$ cat src/rtl/tcdm_g_arbiter.sv
// Purpose : round-robin arbiter with bounded burst ownership, sharing one wide
//           TCDM SRAM port among NB_REQ requesters.
// Latency : grant and SRAM request are combinational from req_i; loads return
//           r_valid_o one cycle after grant; stores complete at grant.
// Backpressure: a requester holds req_i and its fields until its gnt_o bit rises;
//           an owner may keep the port for up to MAX_BURST consecutive grants
//           while others wait, and indefinitely when it is alone.
// Ports   : clk/rst_n (sync active-low); req_i/add_i/wen_i/wdata_i/be_i per
//           requester in; gnt_o/r_valid_o per requester out; r_rdata_o broadcast
//           load data; data_*_SRAM drive the single wide SRAM port.
module tcdm_g_arbiter #(
  parameter int unsigned NB_REQ          = 4,
  parameter int unsigned ADDR_SRAM_WIDTH = 10,
  parameter int unsigned DATA_WIDTH      = 32,
  parameter int unsigned SIZE            = 1,
  parameter int unsigned BE_WIDTH        = DATA_WIDTH / 8,
  parameter int unsigned MAX_BURST       = 4
) (
  input  logic                                   clk,
  input  logic                                   rst_n,
  input  logic [NB_REQ-1:0]                      req_i,
  input  logic [NB_REQ*ADDR_SRAM_WIDTH-1:0]      add_i,
  input  logic [NB_REQ-1:0]                      wen_i,
  input  logic [NB_REQ*SIZE*DATA_WIDTH-1:0]      wdata_i,
  input  logic [NB_REQ*SIZE*BE_WIDTH-1:0]        be_i,
  output logic [NB_REQ-1:0]                      gnt_o,
  output logic [NB_REQ-1:0]                      r_valid_o,
  output logic [SIZE*DATA_WIDTH-1:0]             r_rdata_o,
  output logic                                   data_req_SRAM,
  output logic [ADDR_SRAM_WIDTH-1:0]             data_add_SRAM,
  output logic                                   data_wen_SRAM,
  output logic [SIZE*DATA_WIDTH-1:0]             data_wdata_SRAM,
  output logic [SIZE*BE_WIDTH-1:0]               data_be_SRAM,
  input  logic [SIZE*DATA_WIDTH-1:0]             data_r_rdata_SRAM
);

  localparam int unsigned OW = $clog2(NB_REQ);
  localparam int unsigned CW = $clog2(MAX_BURST + 1);
  localparam int unsigned DW = SIZE * DATA_WIDTH;
  localparam int unsigned BW = SIZE * BE_WIDTH;

  logic [OW-1:0]     owner_q, owner_d;
  logic [CW-1:0]     burst_cnt_q, burst_cnt_d;
  logic [NB_REQ-1:0] rv_q, rv_d;

  logic [OW-1:0]     winner;
  logic [OW-1:0]     scan_idx;
  logic              found;
  logic              any_req;
  logic              others_req;
  logic              keep;
  logic [NB_REQ-1:0] gnt;

  // Winner selection: the current owner keeps the port while its burst budget
  // lasts (or nobody else wants it); otherwise scan starting just after the
  // owner so the owner itself is considered last.
  always_comb begin
    any_req    = |req_i;
    others_req = |(req_i & ~(NB_REQ'(1) << owner_q));
    keep       = req_i[owner_q] && (burst_cnt_q != '0) &&
                 ((burst_cnt_q < CW'(MAX_BURST)) || !others_req);
    winner     = '0;
    scan_idx   = '0;
    found      = 1'b0;
    if (keep) begin
      winner = owner_q;
    end else begin
      for (int i = 1; i <= int'(NB_REQ); i++) begin
        scan_idx = OW'((int'(owner_q) + i) % int'(NB_REQ));
        if (!found && req_i[scan_idx]) begin
          winner = scan_idx;
          found  = 1'b1;
        end
      end
    end
    // With no request, winner stays 0 so the SRAM fields mirror requester 0.
    gnt = '0;
    if (any_req) gnt[winner] = 1'b1;
  end

  // Burst bookkeeping: continuing the owner's burst saturates the counter; any
  // hand-over restarts it at 1; an idle cycle ends the burst.
  always_comb begin
    owner_d     = owner_q;
    burst_cnt_d = burst_cnt_q;
    if (!any_req) begin
      burst_cnt_d = '0;
    end else if ((winner == owner_q) && (burst_cnt_q != '0)) begin
      if (burst_cnt_q < CW'(MAX_BURST)) burst_cnt_d = burst_cnt_q + CW'(1);
    end else begin
      owner_d     = winner;
      burst_cnt_d = CW'(1);
    end
    rv_d = gnt & wen_i;
  end

  // Reset also drops any load granted in the reset cycle.
  always_ff @(posedge clk) begin
    if (!rst_n) begin
      owner_q     <= OW'(NB_REQ - 1);
      burst_cnt_q <= '0;
      rv_q        <= '0;
    end else begin
      owner_q     <= owner_d;
      burst_cnt_q <= burst_cnt_d;
      rv_q        <= rv_d;
    end
  end

  assign gnt_o           = gnt;
  assign r_valid_o       = rv_q;
  assign r_rdata_o       = data_r_rdata_SRAM;
  assign data_req_SRAM   = any_req;
  assign data_add_SRAM   = add_i[winner*ADDR_SRAM_WIDTH +: ADDR_SRAM_WIDTH];
  assign data_wen_SRAM   = wen_i[winner];
  assign data_wdata_SRAM = wdata_i[winner*DW +: DW];
  assign data_be_SRAM    = be_i[winner*BW +: BW];

endmodule

$ cat config.mk
export PLATFORM = sky130hd
export DESIGN_NAME = tcdm_g_arbiter
export DESIGN_NICKNAME = d
export VERILOG_FILES = /design/src/rtl/tcdm_g_arbiter.sv
export SDC_FILE = /design/constraint.sdc
export NUM_CORES = 1
export LEC_CHECK = 0
export ABC_CLOCK_PERIOD_IN_PS = 3140
export CAP_MARGIN = 30
export CORE_AREA = 4 4 121 123
export CTS_BUF_LIST = sky130_fd_sc_hd__clkbuf_8
export DETAILED_ROUTE_END_ITERATION = 16
export DIE_AREA = 0 0 125 127
export MAX_ROUTING_LAYER = met4
export REMOVE_ABC_BUFFERS = 1
export SYNTH_ARGS = -nofsm -noshare
export SYNTH_HDL_FRONTEND = slang
export SYNTH_SLANG_ARGS = --single-unit
$ cat constraint.sdc
create_clock -name clk -period 3.14 [get_ports clk]
set_input_delay 0.628 -clock clk [delete_from_list [all_inputs] [get_ports clk]]
set_output_delay 0.628 -clock clk [all_outputs]
set_load 0.02 [all_outputs]
Word-level counts from Yosys, hierarchy flattened
Cells that the tools add are included.

cells by class
  $add $sub $neg = 5
  multiply operators = 1
  div/mod/pow operators = 0
  $lt $le $gt $ge = 8
  equality and inequality tests = 2
  shift-type cells = 4
  mux-type cells = 28
  bitwise logic cells = 4
  reductions and logical operators = 18

operators with widths
  operator             count
  $shiftx 128x8->32    1
  $shiftx 40x7->10     1
  $lt 2x3->1 const B   6
  $shiftx 16x5->4      1
  $mux 1               15
  $bmux 1 s2           6
  $mux 2               5
  $and 4x4->4          2
  $reduce_or 4->1      2
  $logic_and 1x1->1    7
  $mul 2x3->5 const B  1
  $add 2x1->2 const B  2
  $add 2x2->2 const B  2
  $logic_not 1->1      4
  $mux 4               1
  $not 4->4            1
  $reduce_and 2->1     2
  $shl 1x2->4 const A  1
  $add 3x1->3 const B  1
  $lt 3x3->1 const B   1
  $reduce_and 3->1     1
  $reduce_bool 3->1    1
  $demux 1 s2          1
  $eq 2x2->1           1
  4 further kinds      4

storage, ports and cells
  bits in registers = 9
  latch bits = 0
  memory bits (writable) = 0
  ROM bits = 0
  bits of input ports = 226
  output and inout bits = 88
  logic and storage cells = 74
  memories = 0

Logic depth before layout (Yosys ltp)
Gate-level depths: netlist (run 1).

  word-level depth = 26
  depth in mapped cells = 12

Worst setup path after synthesis (run 1)
No wires, ideal clock.

  path kind = register to output
  from = reg owner_q[0]
  to = out data_add_SRAM[0]
  arrival = 2849 ps
  required time = 2512 ps
  setup slack = -337 ps
  stages on the path, launching flop included = 12
  cell sequence = dfxtp_1 buf_6 inv_1 ha_1 mux4_2 or4_4 o31ai_4 nand2_2 and2_4 buf_6 buf_6 mux2i_1

between the ends
  longest elaborated chain between the ends = 19
  elaborated cells on any way between the ends = 41
  those cells by class = add/sub (4); mul (1); shift (2); mux (21); bitwise (2); reduce/logical (11)

ends and longest elaborated chain
  item                          RTL line  text
  from (decl)                   42        logic [OW-1:0] owner_q, owner_d;
  from (signal assigned)        100       owner_q <= OW'(NB_REQ - 1);
  from (signal assigned)        104       owner_q <= owner_d;
  $add 2x1->2                   69        scan_idx = OW'((int'(owner_q) + i) % int'(NB_REQ));
  $bmux 1 s2                    70        if (!found && req_i[scan_idx]) begin
  $mux 1 (implied by the code)  70
  $mux 1                        70
  $mux 1                        65        if (keep) begin
  $logic_not 1->1               70
  $logic_and 1x1->1             70
  $mux 1                        70
  [... 3 more ...]              -
  $mux 1                        70
  $mux 1                        65
  $logic_not 1->1               70
  $logic_and 1x1->1             70
  $mux 2                        70
  $mux 2 (*)                    65
  $mul 2x3->5 (*)               114       assign data_add_SRAM = add_i[winner*ADDR_SRAM_WIDTH +: ADDR_SRAM_WIDTH];
  $shiftx 40x7->10 (*)          114
  to (decl)                     30        output logic [ADDR_SRAM_WIDTH-1:0] data_add_SRAM,

Mark *: on every way between the ends. The rest lies on a longest branch, timed or not. The select of a mux whose other input is x is not followed.

Worst setup path after layout (run 1)
  from = reg owner_q[1]
  to = out data_wdata_SRAM[5]

between the ends
  longest elaborated chain between the ends = 18
  elaborated cells on any way between the ends = 40
  those cells by class = add/sub (4); shift (2); mux (21); bitwise (2); reduce/logical (11)

ends and longest elaborated chain
  item                          RTL line  text
  $add 2x1->2                   69
  $bmux 1 s2                    70
  $mux 1 (implied by the code)  70
  $mux 1                        70
  $mux 1                        65
  $logic_not 1->1               70
  $logic_and 1x1->1             70
  $mux 1                        70
  [... 2 more ...]              -
  $logic_and 1x1->1             70
  $mux 1                        70
  $mux 1                        65
  $logic_not 1->1               70
  $logic_and 1x1->1             70
  $mux 2                        70
  $mux 2 (*)                    65
  $shiftx 128x8->32 (*)         116       assign data_wdata_SRAM = wdata_i[winner*DW +: DW];
  to (decl)                     32        output logic [SIZE*DATA_WIDTH-1:0] data_wdata_SRAM,

Marked as above.

==> out/results.ini, run 1 <==
[clocking]
clk_pin_slew_ns = 0.05
cts_buffers = 3
cts_tree = yes
htree_levels = 1
cts_sinks = 9
clk_latency_ns = 0.23
clock_tree.root_cell = clkbuf_8
ctsLongestPathBuffers = 2

[routing]
via_count = 3349
route.detailed.wl_per_inst_um = 18.7
first_iter_violations = 44
ant_nets = 0
drt_pass1_iterations = 4
finalWirelength_um = 14200
drc = 0
via_per_inst = 4.41

[sta]
setup_tns_ns = -20.09
clock_skew_ns = 0.00375
hold_viol = 0
min_period_ns = 3.62
drv_slew = 0
rsz0062_at_grt = yes
max_freq_mhz = 276
fin_crit_sh_pct = 115
hold_slack_ns = 0.549
setup_slack_ns = -0.482
tightest_slew_ns = 0.417
slew_headroom_pct = 71.4
setup_violations = 51

[flow_run]
maxCapViolCount = 0

[logic_synthesis]
synth_top_area_share_pct = 55.1
syn_inst = 283
synth_area_per_cell_um2 = 9.38
ys_warn_count = 0
yosysMostFrequentCell = mux2i_1
netlist_top_cells_area = mux2i_1 (55%), buf_4 (9.3%), dfxtp_1 (6.8%), buf_6 (4.2%), ha_1 (2.8%)
synth-seq-cells = 9
yosys.area.top_type = mux2i_1
synth_edf_count = 0
synth_seq_area_share_pct = 6.79
syn_area_mm2 = 0.00265
synth-async-reset-ratio_pct = 0
synth_cell_types = 44
ys.flop_type = dfxtp_1
ys_top_cells_by_count = mux2i_1 (146), buf_4 (33), buf_6 (10)

[global_routing]
grt_pass1_vias = 3745
grt_max_degree = 11
antenna_found_initial = 0
grt_pass1_wl_um = 20700
grt_overflow = 0
grtUsageTotal_pct = 17.0

[floorplan]
design.die.area_mm2 = 0.0159
io_pins = 314
fp-row-count = 43
start_util_pct = 19.4
die_w_um = 125
coreArea_mm2 = 0.0137
die_y_um = 127

[critical_path]
cp_data_required_time_ns = 2.51
crit_family = buffers and inverters
crit_path_cell_trace = buf_6, mux4_2, buf_6, nand2b_4, buf_6, o22a_1, a211o_1, and2_4, buf_12, buf_12, mux2i_2, buf_4
rrSetupSlack_ns = 0.27
critPathSlowestCell = mux4_2
end_kind = output pin
critPathArrivalTime_ns = 2.99
cp.buffers_inverters = 6
cpPeakStageDelay_ns = 0.54
cp_max_fo = 5
start_kind = register
crit_type = reg2out
crit_top_cell = buf_6

[place]
gp_congestion = 0.867
port_buffers = 249
postPlaceCellArea_mm2 = 0.00551
place_hpwl_um = 11600
preCtsSetupSlack_ns = -1.18
place_inst = 713

[finish]
finalNetCount = 813
fillers = 1388
final_cell_count_no_fill = 760
syn_to_final_growth_pct = 139
stdcell_area_mm2 = 0.00633
post-route-util_pct = 46.3
drive_gt1_share_pct = 35.3
num_antenna_cells = 0

[hold_path]
hold_path_class = reg2reg

[pwr]
power_density_mw_per_mm2 = 1370
leakage_nw = 2.97
power_mw = 8.68
max-vdd-ir-drop_mv = 1.07

[status]
violations = setup timing
outcome = complete, but fails checks

where the power goes:
part	total (mW)	internal (mW)	switching, mW
Clock	0.134	0.0854	0.0482
Combinational	8.38	4.72	3.67
Sequential	0.164	0.146	0.0181
Total	8.68	4.95	3.73
area by class of cell:
class | instances | area [µm²] | area share (%)
clock buffers | 3 | 41.3 | 0.652
clock inverters | 1 | 3.75 | 0.0593
inverters | 8 | 30.0 | 0.474
multi-input cells | 214 | 2310 | 36.4
flip-flops and latches | 9 | 183 | 2.89
well taps | 180 | 225 | 3.56
repair buffers | 345 | 3540 | 55.9
sequential cells by signal, summed over array words and instances (netlist names):
| name | count |
|---|---|
| r_valid_o | 4 |
| burst_cnt_q | 3 |
| owner_q | 2 |
layer usage:
| layer | vias up | part of all wire, % | GRT usage [%] |
|---|---|---|---|
| met5 | - | 0 | - |
| met4 | 0 | 0.98 | 1.98 |
| met3 | 12 | 9.5 | 7.15 |
| met2 | 172 | 52 | 30.9 |
| met1 | 1546 | 38 | 17.9 |
| li1 | 1619 | - | - |
what timing repair did:
| action | in CTS | in global routing |
|---|---|---|
| pin swaps | 8 | 7 |
| endpoints found under the hold margin | 0 | 0 |
| gates cloned | 10 | 1 |
| hold buffers | 0 | 0 |
| setup endpoints to repair | 51 | 51 |
| buffers inserted | 26 | 11 |
| resized for setup | 340 | 33 |
placed cells by master (no fill, tap or decap), drive strengths merged, types with 3 or more instances in the layout:
cell type	synthesis	layout
nor2	3	3
clkdlybuf4s50	0	194
ha	6	6
nand3	3	3
buf	51	150
dfxtp	9	9
clkbuf	1	4
nor3	5	5
mux2i	147	147
nor2b	7	7
mux4	3	3
inv	8	9
nand2	8	8
worst paths after layout:
path | depth (start not counted) | startpoint | to
min reg2reg | 2 | burst_cnt_q[1]$_SDFFE_PN0N_ | burst_cnt_q[1]$_SDFFE_PN0N_
max | 12 | owner_q[1]$_SDFFE_PN1P_ | data_wdata_SRAM[5]
min | 2 | burst_cnt_q[1]$_SDFFE_PN0N_ | burst_cnt_q[1]$_SDFFE_PN0N_
max reg2reg | 11 | owner_q[1]$_SDFFE_PN1P_ | owner_q[0]$_SDFFE_PN1P_
cells by family after synthesis:
group / count (synthesis) / synth area share, %
buffers and inverters: 60 / 16.5
multiplexers: 152 / 59.0
adder cells (fa/ha/maj): 6 / 2.83
AO/OA/AOI/OAI: 21 / 7.12
AND/OR/NAND/NOR: 34 / 7.50
flip-flops: 9 / 6.79
XOR/XNOR: 1 / 0.330
tightest hold or removal path: stages (launching register included):
cell and delay (ns):
dfxtp_1 0.32, mux2i_1 0.13, nor2b_1 0.05
(Power assumes the default switching activity.)
==> run 2, diff against run 1 <==
--- a/config.mk
+++ b/config.mk
@@ -6,9 +6,10 @@
 export NUM_CORES = 1
 export LEC_CHECK = 0
 export ABC_CLOCK_PERIOD_IN_PS = 3140
-export CAP_MARGIN = 30
+export CAP_MARGIN = 20
 export CORE_AREA = 4 4 121 123
 export CTS_BUF_LIST = sky130_fd_sc_hd__clkbuf_8
+export CTS_CLUSTER_DIAMETER = 150
 export DETAILED_ROUTE_END_ITERATION = 16
 export DIE_AREA = 0 0 125 127
 export MAX_ROUTING_LAYER = met4
==> results of run 2 <==
No change in the layout: final DEF, timing and power equal those of run 1.
